[src/rtl/phase_sequencer_if.sv]
// Handshake and display bundle for phase_sequencer.
// The sequencer uses the slave modport and the switch wrapper or bench uses master.
interface phase_sequencer_if;
  logic       start;
  logic       advance;
  logic       abort;
  logic [2:0] phase;
  logic [7:0] led_code;
  logic [7:0] step_cnt;
  logic       tick;
  logic       busy;
  logic       done;

  modport master (
    output start, advance, abort,
    input  phase, led_code, step_cnt, tick, busy, done
  );

  modport slave (
    input  start, advance, abort,
    output phase, led_code, step_cnt, tick, busy, done
  );
endinterface

[src/rtl/phase_sequencer.sv]
// Tick-paced IDLE/COUNT/WAIT/DONE display sequencer with a start/advance/abort handshake.
// Define PHASE_SEQ_AUTO_RESTART_EN to make DONE return to COUNT on its first tick.
module phase_sequencer #(
  parameter logic [23:0] PRESCALE    = 24'd10_000_000,
  parameter logic [7:0]  COUNT_STEPS = 8'd4,
  parameter logic [7:0]  WAIT_TICKS  = 8'd8
) (
  input logic              clk,
  input logic              reset,
  phase_sequencer_if.slave bus
);

  typedef enum logic [2:0] {
    IDLE  = 3'd0,
    COUNT = 3'd1,
    WAIT  = 3'd2,
    DONE  = 3'd3
  } phase_e;

  phase_e      state_q, state_d;
  logic [23:0] pre_cnt_q, pre_cnt_d;
  logic [7:0]  step_q, step_d;
  logic [7:0]  wait_q, wait_d;
  logic [7:0]  led_q, led_d;
  logic        done_q, done_d;
  logic        tick;
  logic        entering_count;

  assign tick = (pre_cnt_q == PRESCALE - 24'd1) && (state_q != IDLE);

  always_ff @(posedge clk or posedge reset) begin
    if (reset) begin
      state_q   <= IDLE;
      pre_cnt_q <= '0;
      step_q    <= '0;
      wait_q    <= '0;
      led_q     <= '0;
      done_q    <= 1'b0;
    end else begin
      state_q   <= state_d;
      pre_cnt_q <= pre_cnt_d;
      step_q    <= step_d;
      wait_q    <= wait_d;
      led_q     <= led_d;
      done_q    <= done_d;
    end
  end

  always_comb begin
    state_d = state_q;
    if (bus.abort) begin
      state_d = IDLE;
    end else begin
      case (state_q)
        IDLE:  if (bus.start) state_d = COUNT;
        COUNT: if (tick && step_q == COUNT_STEPS - 8'd1) state_d = WAIT;
        WAIT:  if (bus.advance || (tick && wait_q == WAIT_TICKS - 8'd1)) state_d = DONE;
        DONE: begin
          if (bus.advance) state_d = IDLE;
`ifdef PHASE_SEQ_AUTO_RESTART_EN
          else if (tick) state_d = COUNT;
`endif
        end
        default: state_d = IDLE;
      endcase
    end
  end

  // Counter and display values are computed from the next phase so the
  // registered outputs line up with the phase register on the same edge.
  always_comb begin
    entering_count = (state_d == COUNT) && (state_q != COUNT);

    if (state_d == IDLE || entering_count)
      pre_cnt_d = '0;
    else if (pre_cnt_q == PRESCALE - 24'd1)
      pre_cnt_d = '0;
    else
      pre_cnt_d = pre_cnt_q + 24'd1;

    if (state_d == IDLE || entering_count)
      step_d = '0;
    else if (state_q == COUNT && tick)
      step_d = step_q + 8'd1;
    else
      step_d = step_q;

    if (state_q == WAIT && state_d == WAIT)
      wait_d = tick ? wait_q + 8'd1 : wait_q;
    else
      wait_d = '0;

    case (state_d)
      IDLE:    led_d = 8'h00;
      COUNT:   led_d = 8'h0A;
      WAIT:    led_d = 8'h05;
      DONE:    led_d = 8'h0F;
      default: led_d = 8'h11;
    endcase
    if (!(state_q inside {IDLE, COUNT, WAIT, DONE}))
      led_d = 8'h11;

    done_d = (state_d == DONE) && (state_q != DONE);
  end

  assign bus.phase    = state_q;
  assign bus.led_code = led_q;
  assign bus.step_cnt = step_q;
  assign bus.tick     = tick;
  assign bus.busy     = (state_q != IDLE);
  assign bus.done     = done_q;

endmodule

[src/flat_wrapper.sv]
// flat-port wrapper written by rule: the top's interface ports become plain ports
module phase_sequencer_flat 
#(
  parameter logic [23:0] PRESCALE    = 24'd10_000_000,
  parameter logic [7:0]  COUNT_STEPS = 8'd4,
  parameter logic [7:0]  WAIT_TICKS  = 8'd8
)
  (clk, reset, bus_start, bus_advance, bus_abort, bus_phase, bus_led_code, bus_step_cnt, bus_tick, bus_busy, bus_done);
  phase_sequencer_if bus_i ();
  input logic clk;
  input logic reset;
  input wire logic [$bits(bus_i.start)-1:0] bus_start;
  input wire logic [$bits(bus_i.advance)-1:0] bus_advance;
  input wire logic [$bits(bus_i.abort)-1:0] bus_abort;
  output wire logic [$bits(bus_i.phase)-1:0] bus_phase;
  output wire logic [$bits(bus_i.led_code)-1:0] bus_led_code;
  output wire logic [$bits(bus_i.step_cnt)-1:0] bus_step_cnt;
  output wire logic [$bits(bus_i.tick)-1:0] bus_tick;
  output wire logic [$bits(bus_i.busy)-1:0] bus_busy;
  output wire logic [$bits(bus_i.done)-1:0] bus_done;
  assign bus_i.start = bus_start;
  assign bus_i.advance = bus_advance;
  assign bus_i.abort = bus_abort;
  assign bus_phase = bus_i.phase;
  assign bus_led_code = bus_i.led_code;
  assign bus_step_cnt = bus_i.step_cnt;
  assign bus_tick = bus_i.tick;
  assign bus_busy = bus_i.busy;
  assign bus_done = bus_i.done;
  phase_sequencer #(.PRESCALE(PRESCALE), .COUNT_STEPS(COUNT_STEPS), .WAIT_TICKS(WAIT_TICKS)) u_core (.clk(clk), .reset(reset), .bus(bus_i));
endmodule
[config.mk]
export PLATFORM = sky130hd
export DESIGN_NAME = phase_sequencer_flat
export DESIGN_NICKNAME = d
export VERILOG_FILES = /design/src/rtl/phase_sequencer_if.sv /design/src/rtl/phase_sequencer.sv /design/src/flat_wrapper.sv
export SDC_FILE = /design/constraint.sdc
export NUM_CORES = 1
export LEC_CHECK = 0
export ABC_AREA = 1
export ABC_CLOCK_PERIOD_IN_PS = 3800
export CORE_ASPECT_RATIO = 1.25
export CORE_MARGIN = 4
export CORE_UTILIZATION = 45
export DETAILED_ROUTE_END_ITERATION = 7
export MAX_ROUTING_LAYER = met4
export PLACE_DENSITY = 0.69
export SETUP_SLACK_MARGIN = 0.15
export SYNTH_ARGS = -nofsm -noshare
export SYNTH_HDL_FRONTEND = slang
export SYNTH_SLANG_ARGS = --single-unit
[constraint.sdc]
create_clock -name clk -period 3.8 [get_ports clk]
set_input_delay 0.76 -clock clk [delete_from_list [all_inputs] [get_ports clk]]
set_output_delay 0.76 -clock clk [all_outputs]
set_load 0.01 [all_outputs]
==> impl_summary.txt, run 1 <==
----------------------------------------------------
[Run status]
  Run status ... finished, final reports clean

[Drt]
  Initial DRC Count ... roughly 170
  First drt pass iteration count ... 4
  Remaining DRCs ... 0
  Final wirelength ... 6.41 mm
  Drt via density ... 5.07
  Number of routed nets with antenna violations ... 0
  Per-cell routed wire length ... roughly 13 µm
  Count of vias placed by the detailed router ... 2508

[Min path]
  Start point of the worst hold path ... u_core.bus.phase[2]$_DFF_PP0_
  Count of cells along the worst hold path ... 0
  WHS Endpoint ... u_core.bus.led_code[4]$_DFF_PP0_
  Type of the worst min-delay path ... reg -> reg

[Global routing]
  Via count of the first global-routing pass ... 2464
  First-pass GRT wire length ... 11.2 mm
  Number of antenna violations at the first check in global routing ... 0
  All-layer global routing usage ... 17.9%
  Total grt overflow ... 0
  Maximum number of pins on one net before global-route repair ... 49

[Power]
  Switching share of power ... 20.7%
  Cell area power density ... 292 nW/µm²
  Worst voltage drop across the vdd grid ... ~190 µV
  Part of the power in combinational logic ... 3.8%
  Relative contribution of sequential cells to total power ... 51.6%
  Internal power component ... 791 µW
  Leak ... 0.00144 µW
  Clock network fraction of total power ... between 40 and 50%
  Sw power ... 207 µW

[Setup path]
  Slowest cell on the critical path ... sky130_fd_sc_hd__clkdlybuf4s50_1
  Critical path startpoint category ... flop
  Cell family with most CP delay ... simple AND/OR/NAND/NOR gates
  Kind of critical path ... reg -> out
  CP Max Fanout ... 6
  Slowest cell delay on critical path ... approximately 0.58 ns
  Capturing point of the worst reg2reg path ... u_core.pre_cnt_q[12]$_DFF_PP0_
  Minimum setup slack among reg-to-reg paths ... ~1.3 ns
  Source of the critical timing path ... u_core.pre_cnt_q[0]$_DFF_PP0_
  CP Data Arrival Time ... 2.04 ns
  FF-to-FF path depth ... 10
  Kind of capture point of the worst setup path ... output pin
  Number of buffers and inverters on the critical path ... 1
  Origin of the critical flop-to-flop path ... u_core.pre_cnt_q[0]$_DFF_PP0_
  Worst path required time ... 3.04 ns
  Critical path, cell by cell ... ha_1, nand2_1, nor2_4, nand4_1, nor3_1, clkdlybuf4s50_1

[Timing]
  Relative slew slack ... roughly 33%
  RSZ-0062 raised after global routing ... false
  Crit share post-route ... 73.8%
  Final max-slew violation count ... 0
  Worst Slack Setup Final ... 0.996 ns
  Fin. Hold Viols ... 0
  Post-layout minimum cycle time ... 2.80 ns
  Transition time of the tightest slew-check pin ... 1.00 ns
  Final setup violation count ... 0
  Final total negative setup slack ... 0 ns
  Achievable frequency ... between 0.3 and 0.4 GHz
  Worst hold margin ... 0.521 ns
  Skew final ... 0.00561 ns

[CTS]
  Sinks on the clock net ... 48
  Clock latency on the worst-skew pair ... 0.30 ns
  Setup bufs post-CTS ... 0
  # resized after CTS ... 0
  CTS hold repair buffers ... 0
  Clock root buffer master ... sky130_fd_sc_hd__clkbuf_8
  CTS HTree Levels ... 2
  Max clock buf depth ... 2
  Clock slew at reported path FFs ... roughly 0.09 ns
  Clock tree from TritonCTS ... done
  TritonCTS Buffers ... 5

[Final layout]
  Antenna cell count ... 0
  Most frequent standard cell in the layout excluding fill and tap cells ... sky130_fd_sc_hd__nand2_1
  Fill count ... 655
  Leading cell types in the layout, fill and taps excluded ... 66 x sky130_fd_sc_hd__nand2_1, 60 x sky130_fd_sc_hd__inv_1, 48 x sky130_fd_sc_hd__dfrtp_1
  Post-layout nets ... 415
  Area Growth Syn to Fin ... 13.5%
  Layout cells sized above 1 ... 15.0%

[Placed design]
  Final weighted congestion of routability-driven global placement ... 0.938
  Port bufs ... 23
  Worst slack at placement ... 1.11 ns
  Sum of net half-perimeters after detailed placement ... 4.84 mm

[Floorplan]
  Width of the die ... between 80 and 90 µm
  Area of the die ... 8080 µm²
  Area of the core ... 6520 µm²
  Chip Height ... 99.5 µm
  Starting density of the core ... 46.2%
  # IOs ... 27
  Number of placement rows ... 33

[Yosys]
  Post-synthesis instance area ... 3010 µm²
  Flops & latches, synth ... 48
  Mapped Cells ... about 380
  Unique cell type count in the Yosys netlist ... 34
  Mean area per synthesized cell ... 7.85 µm²
  Portion of the post-synthesis area used by sequential elements ... about two fifths
  Yosys warns ... 0

[Run]
  Number of max-capacitance violations reported ... 0

----------------------------------------------------
per-stage QoR:
stage / power, µW / cell area, µm² / utilization, % / instances
global route: 1040 / 3420 / 52.4 / 495
floorplan: 551 / 3020 / - / 387
CTS: 1010 / 3420 / 52.4 / 495
detailed placement: 565 / 3280 / 50.3 / 487
global placement: 564 / 3280 / 50.3 / 487
finish: 998 / 3420 / 52.4 / 495
layer usage:
metal | track usage [%] | vias to the layer above | part of all wire [%]
met5 | - | - | 0
met4 | 5.46 | 0 | 1.6
met3 | 2.90 | 10 | 3.9
met2 | 30.0 | 48 | 51
met1 | 22.1 | 1166 | 44
li1 | - | 1284 | -
worst reg2reg max path, cell delays in order, from the launching register on:
cell and delay [ns]:
sky130_fd_sc_hd__dfrtp_1 0.38, sky130_fd_sc_hd__ha_1 0.19, sky130_fd_sc_hd__nand2_1 0.09, sky130_fd_sc_hd__nor2_4 0.20, sky130_fd_sc_hd__nand3_2 0.12, sky130_fd_sc_hd__nor2_4 0.18, sky130_fd_sc_hd__nand4_2 0.14, sky130_fd_sc_hd__o21ai_2 0.15
sky130_fd_sc_hd__nand2_2 0.41, sky130_fd_sc_hd__buf_4 0.40, sky130_fd_sc_hd__a21oi_2 0.15
power groups by stage:
stage | clock (µW) | combinational (µW) | sequential (µW)
finish | 445 | 38.3 | 515
global route | 478 | 43.2 | 516
CTS | 458 | 39.6 | 515
detailed placement | 0 | 39.6 | 526
global placement | 0 | 39.0 | 525
floorplan | 0 | 23.9 | 527
layout make-up:
type	count	area [µm²]	area share, %
timing repair buffer	24	238	6.95
multi-input combinational	265	1500	43.8
sequential	48	1200	35.1
clock inverter	3	68.8	2.01
tap	87	109	3.18
inverter	63	236	6.91
clock buffer	5	68.8	2.01
sequential cells by signal, indices dropped and copies added (netlist names):
name and count:
u_core.pre_cnt_q 24, u_core.bus.step_cnt 8, u_core.wait_q 8, u_core.bus.led_code 4
u_core.bus.phase 3, u_core.bus.done 1
cell usage after synthesis:
cell type / number / share of area [%]
sky130_fd_sc_hd__xor2_1: 14 / 4.1
sky130_fd_sc_hd__xnor2_1: 3 / 0.87
sky130_fd_sc_hd__nand3_1: 37 / 6.1
sky130_fd_sc_hd__o211ai_1: 2 / 0.50
sky130_fd_sc_hd__nor3_2: 2 / 0.66
sky130_fd_sc_hd__a21oi_1: 4 / 0.66
sky130_fd_sc_hd__nor2_2: 2 / 0.42
sky130_fd_sc_hd__dfrtp_1: 48 / 40
sky130_fd_sc_hd__conb_1: 1 / 0.12
sky130_fd_sc_hd__nand4_2: 1 / 0.42
sky130_fd_sc_hd__nor3b_1: 1 / 0.25
sky130_fd_sc_hd__inv_1: 61 / 7.6
sky130_fd_sc_hd__nor2_4: 2 / 0.75
sky130_fd_sc_hd__buf_2: 1 / 0.17
sky130_fd_sc_hd__o21ai_0: 6 / 1.0
sky130_fd_sc_hd__buf_6: 3 / 1.1
sky130_fd_sc_hd__nand2_2: 3 / 0.62
sky130_fd_sc_hd__inv_2: 2 / 0.25
sky130_fd_sc_hd__buf_4: 6 / 1.5
sky130_fd_sc_hd__ha_1: 3 / 1.2
sky130_fd_sc_hd__o221ai_1: 1 / 0.29
sky130_fd_sc_hd__nand3b_1: 1 / 0.25
sky130_fd_sc_hd__nand4_1: 12 / 2.5
sky130_fd_sc_hd__nand2_1: 66 / 8.2
sky130_fd_sc_hd__nor2_1: 39 / 4.9
sky130_fd_sc_hd__clkbuf_1: 1 / 0.12
sky130_fd_sc_hd__nor4_1: 6 / 1.2
sky130_fd_sc_hd__nand3_4: 1 / 0.58
sky130_fd_sc_hd__nor3_1: 16 / 2.7
sky130_fd_sc_hd__o21ai_2: 1 / 0.29
sky130_fd_sc_hd__nand3_2: 2 / 0.66
sky130_fd_sc_hd__a21o_1: 1 / 0.25
sky130_fd_sc_hd__or2_2: 4 / 0.83
sky130_fd_sc_hd__a21oi_2: 31 / 9.0
cell families after synthesis:
family / after synthesis / share of synthesized area [%]
and+or+nand+nor: 195 / 31.1
buffers and inverters: 74 / 10.8
DFF: 48 / 39.9
AOI/OAI and AO/OA: 46 / 12.0
xor gates and xnor gates: 17 / 4.94
adders and majority gates: 3 / 1.25
other: 1 / 0.124
worst max path at each step:
stage / endpoint / slack (ns) / depth (start not counted)
after global routing: bus_tick / 0.81 / 7
after global placement: u_core.pre_cnt_q[12]$_DFF_PP0_ / 1.14 / 9
final: bus_tick / 1.0 / 6
after CTS: bus_tick / 0.99 / 6
after detailed placement: u_core.pre_cnt_q[12]$_DFF_PP0_ / 1.11 / 9
after floorplan: u_core.bus.done$_DFF_PP0_ / 1.90 / 1
No activity file was read; power rests on OpenSTA's default activity.
==> run 2, diff against run 1 <==
--- a/config.mk
+++ b/config.mk
@@ -6,7 +6,7 @@
 export NUM_CORES = 1
 export LEC_CHECK = 0
 export ABC_AREA = 1
-export ABC_CLOCK_PERIOD_IN_PS = 3800
+export ABC_CLOCK_PERIOD_IN_PS = 2700
 export CORE_ASPECT_RATIO = 1.25
 export CORE_MARGIN = 4
 export CORE_UTILIZATION = 45
==> constraint.sdc (replaced) <==
create_clock -name clk -period 2.7 [get_ports clk]
set_input_delay 0.54 -clock clk [delete_from_list [all_inputs] [get_ports clk]]
set_output_delay 0.54 -clock clk [all_outputs]
set_load 0.01 [all_outputs]
==> impl_summary.txt, run 2 (synthesis results as in run 1) <==
----------------------------------------------------
[Global routing]
  Maximum number of pins on one net before global-route repair ... 37 (-24%)
  Total grt overflow ... 0 (unchanged)
  First-pass GRT wire length ... 11.9 mm (+6.9%)
  Via count of the first global-routing pass ... 2578 (+4.6%)
  Number of antenna violations at the first check in global routing ... 0 (unchanged)
  All-layer global routing usage ... 19.1% (+1.2 points)

[Final layout]
  Leading cell types in the layout, fill and taps excluded ... 66 x sky130_fd_sc_hd__nand2_1, 60 x sky130_fd_sc_hd__inv_1, 48 x sky130_fd_sc_hd__dfrtp_1
  Layout cells sized above 1 ... 15.8% (+0.83 points)
  Design Area, Final ... 3470 µm² (+1.3%)
  Max reg flops ... 24 (unchanged)
  Antenna cell count ... 0 (unchanged)
  Post-layout nets ... 419 (+0.96%)
  Area Growth Syn to Fin ... 15.0%
  Most frequent standard cell in the layout excluding fill and tap cells ... sky130_fd_sc_hd__nand2_1
  Fraction of the core area covered by cells at the end of the flow ... 53.1% (+0.69 points)
  Biggest register ... u_core.pre_cnt_q

[Timing]
  RSZ-0062 raised after global routing ... false
  Relative slew slack ... 64.8% (+32 points)
  Crit share post-route ... 86.0%
  Transition time of the tightest slew-check pin ... 0.528 ns (-0.476 ns)
  Final setup violation count ... 0 (unchanged)
  Final max-slew violation count ... 0 (unchanged)
  Post-layout minimum cycle time ... 2.32 ns
  Achievable frequency ... 0.431 GHz
  Final total negative setup slack ... 0 ns (unchanged)
  Skew final ... 0.00579 ns (+0.000182 ns)
  Fin. Hold Viols ... 0 (unchanged)

[Power]
  Switching share of power ... 21.3% (+0.53 points)
  Clock network fraction of total power ... 44.8% (+0.2 points)
  Power after layout ... 1420 µW (+42%)
  Internal power component ... 1120 µW (+41%)
  Cell area power density ... 409 nW/µm² (+40%)
  Relative contribution of sequential cells to total power ... 51.2% (-0.4 points)
  Sw power ... 301 µW (+46%)
  Worst voltage drop across the vdd grid ... 258 µV (+34%)
  Part of the power in combinational logic ... 4.0% (+0.2 points)
  Leak ... 0.00148 µW (+3.1%)

[Placed design]
  Port bufs ... 23 (unchanged)
  Sum of net half-perimeters after detailed placement ... 5.22 mm (+7.8%)
  Final weighted congestion of routability-driven global placement ... 0.984 (+4.8%)
  Cell area after placement ... 3320 µm² (+1.1%)

[Floorplan]
  Area of the die ... 8080 µm² (unchanged)
  Area of the core ... 6520 µm² (unchanged)
  Chip Height ... 99.5 µm (unchanged)
  Starting density of the core ... 46.2% (unchanged)
  Width of the die ... 81.2 µm (unchanged)
  Number of placement rows ... 33 (unchanged)
  # IOs ... 27 (unchanged)

[CTS]
  Max clock buf depth ... 2 (unchanged)
  CTS HTree Levels ... 2 (unchanged)
  Clock latency on the worst-skew pair ... 0.31 ns (about the same)
  CTS hold repair buffers ... 0 (unchanged)
  Clock root buffer master ... sky130_fd_sc_hd__clkbuf_8
  Clock slew at reported path FFs ... 0.10 ns (about the same)
  Sinks on the clock net ... 48 (unchanged)
  TritonCTS Buffers ... 5 (unchanged)
  Clock tree from TritonCTS ... done

[Setup path]
  Kind of capture point of the worst setup path ... flop
  Kind of critical path ... reg -> reg
  FF-to-FF path depth ... 11 (+1)
  CP Max Fanout ... 32 (+26)
  Critical path startpoint category ... flop
  Worst path required time ... 2.87 ns (-0.17 ns)
  CP Data Arrival Time ... 2.50 ns (+0.46 ns)

[Drt]
  Count of vias placed by the detailed router ... 2556 (+1.9%)
  Per-cell routed wire length ... 13.8 µm (+6.7%)
  Number of routed nets with antenna violations ... 0 (unchanged)
  Remaining DRCs ... 0 (unchanged)
  Final wirelength ... 6.90 mm (+7.6%)
  First drt pass iteration count ... 4 (unchanged)
  Drt via density ... 5.12 (+1.1%)
  Initial DRC Count ... 120 (-28%)

[Min path]
  Type of the worst min-delay path ... in -> async

[Run]
  Number of max-capacitance violations reported ... 0 (unchanged)

[Run status]
  Run status ... finished, final reports clean

----------------------------------------------------
run 2: power by group through the flow:
stage | clock [µW] | sequential, µW | combinational (µW)
3_5_place_dp | 0 | 739 | 58.8
5_1_grt | 677 | 726 | 63.9
2_1_floorplan | 0 | 741 | 33.7
6_report | 635 | 725 | 57.2
4_1_cts | 653 | 725 | 59.1
3_3_place_gp | 0 | 739 | 57.9
run 2: through the flow:
stage	worst slack (ns)	hold slack (ns)	std cells
6_report	0.378	0.516	499
5_1_grt	0.171	0.541	499
4_1_cts	0.158	0.523	498
3_5_place_dp	0.372	0.495	490
3_3_place_gp	0.485	0.489	490
2_1_floorplan	0.918	0.510	387
run 2: final timing paths:
path | start | end | slack, ns
worst min register to register | u_core.bus.phase[2]$_DFF_PP0_ | u_core.bus.led_code[4]$_DFF_PP0_ | 0.52
worst max-delay path | u_core.pre_cnt_q[0]$_DFF_PP0_ | u_core.bus.step_cnt[6]$_DFFE_PP0P_ | 0.38
min in group clk | u_core.bus.phase[2]$_DFF_PP0_ | u_core.bus.led_code[4]$_DFF_PP0_ | 0.52
max in group asynchronous | reset | u_core.pre_cnt_q[11]$_DFF_PP0_ | 1.58
worst max register to register | u_core.pre_cnt_q[0]$_DFF_PP0_ | u_core.bus.step_cnt[6]$_DFFE_PP0P_ | 0.38
worst min-delay path | reset | u_core.wait_q[0]$_DFFE_PP0P_ | 0.52
run 2: final cells by class:
| class | instances | area [µm²] |
|---|---|---|
| clock buffers | 5 | 68.8 |
| clock inverters | 3 | 68.8 |
| fillers | 665 | 3060 |
| inverters | 63 | 236 |
| multi-input cells | 265 | 1500 |
| flip-flops and latches | 48 | 1200 |
| well taps | 87 | 109 |
| repair buffers | 28 | 283 |
run 2: critical path: stages (launching register included):
cell and delay (ns):
sky130_fd_sc_hd__dfrtp_1 0.38, sky130_fd_sc_hd__ha_1 0.19, sky130_fd_sc_hd__nand2_1 0.09, sky130_fd_sc_hd__nor2_4 0.17
sky130_fd_sc_hd__nand3_2 0.11, sky130_fd_sc_hd__nor2_4 0.16, sky130_fd_sc_hd__nand4_2 0.14, sky130_fd_sc_hd__a21oi_2 0.19
sky130_fd_sc_hd__nand2_2 0.10, sky130_fd_sc_hd__nand3_4 0.06, sky130_fd_sc_hd__buf_4 0.45, sky130_fd_sc_hd__a21oi_1 0.13
run 2: per-layer routing:
layer | up-vias | routed length (µm) | global-route usage (%)
li1 | 1286 | - | -
met1 | 1225 | 3120 | 24.2
met2 | 38 | 3520 | 31.8
met3 | 7 | 163 | 2.63
met4 | 0 | 94 | 5.33
met5 | - | 0 | -
run 2: timing repair:
| item | 4_1_cts | 5_1_grt |
|---|---|---|
| resized for setup | 0 | 1 |
| endpoints found under the setup margin | 0 | 1 |
| setup buffers | 0 | 1 |
==> run 3, diff against run 2 <==
--- a/config.mk
+++ b/config.mk
@@ -10,6 +10,7 @@
 export CORE_ASPECT_RATIO = 1.25
 export CORE_MARGIN = 4
 export CORE_UTILIZATION = 45
+export CTS_CLUSTER_SIZE = 40
 export DETAILED_ROUTE_END_ITERATION = 7
 export MAX_ROUTING_LAYER = met4
 export PLACE_DENSITY = 0.69
==> results of run 3 <==
No change in the layout: final DEF, timing and power equal those of run 2.
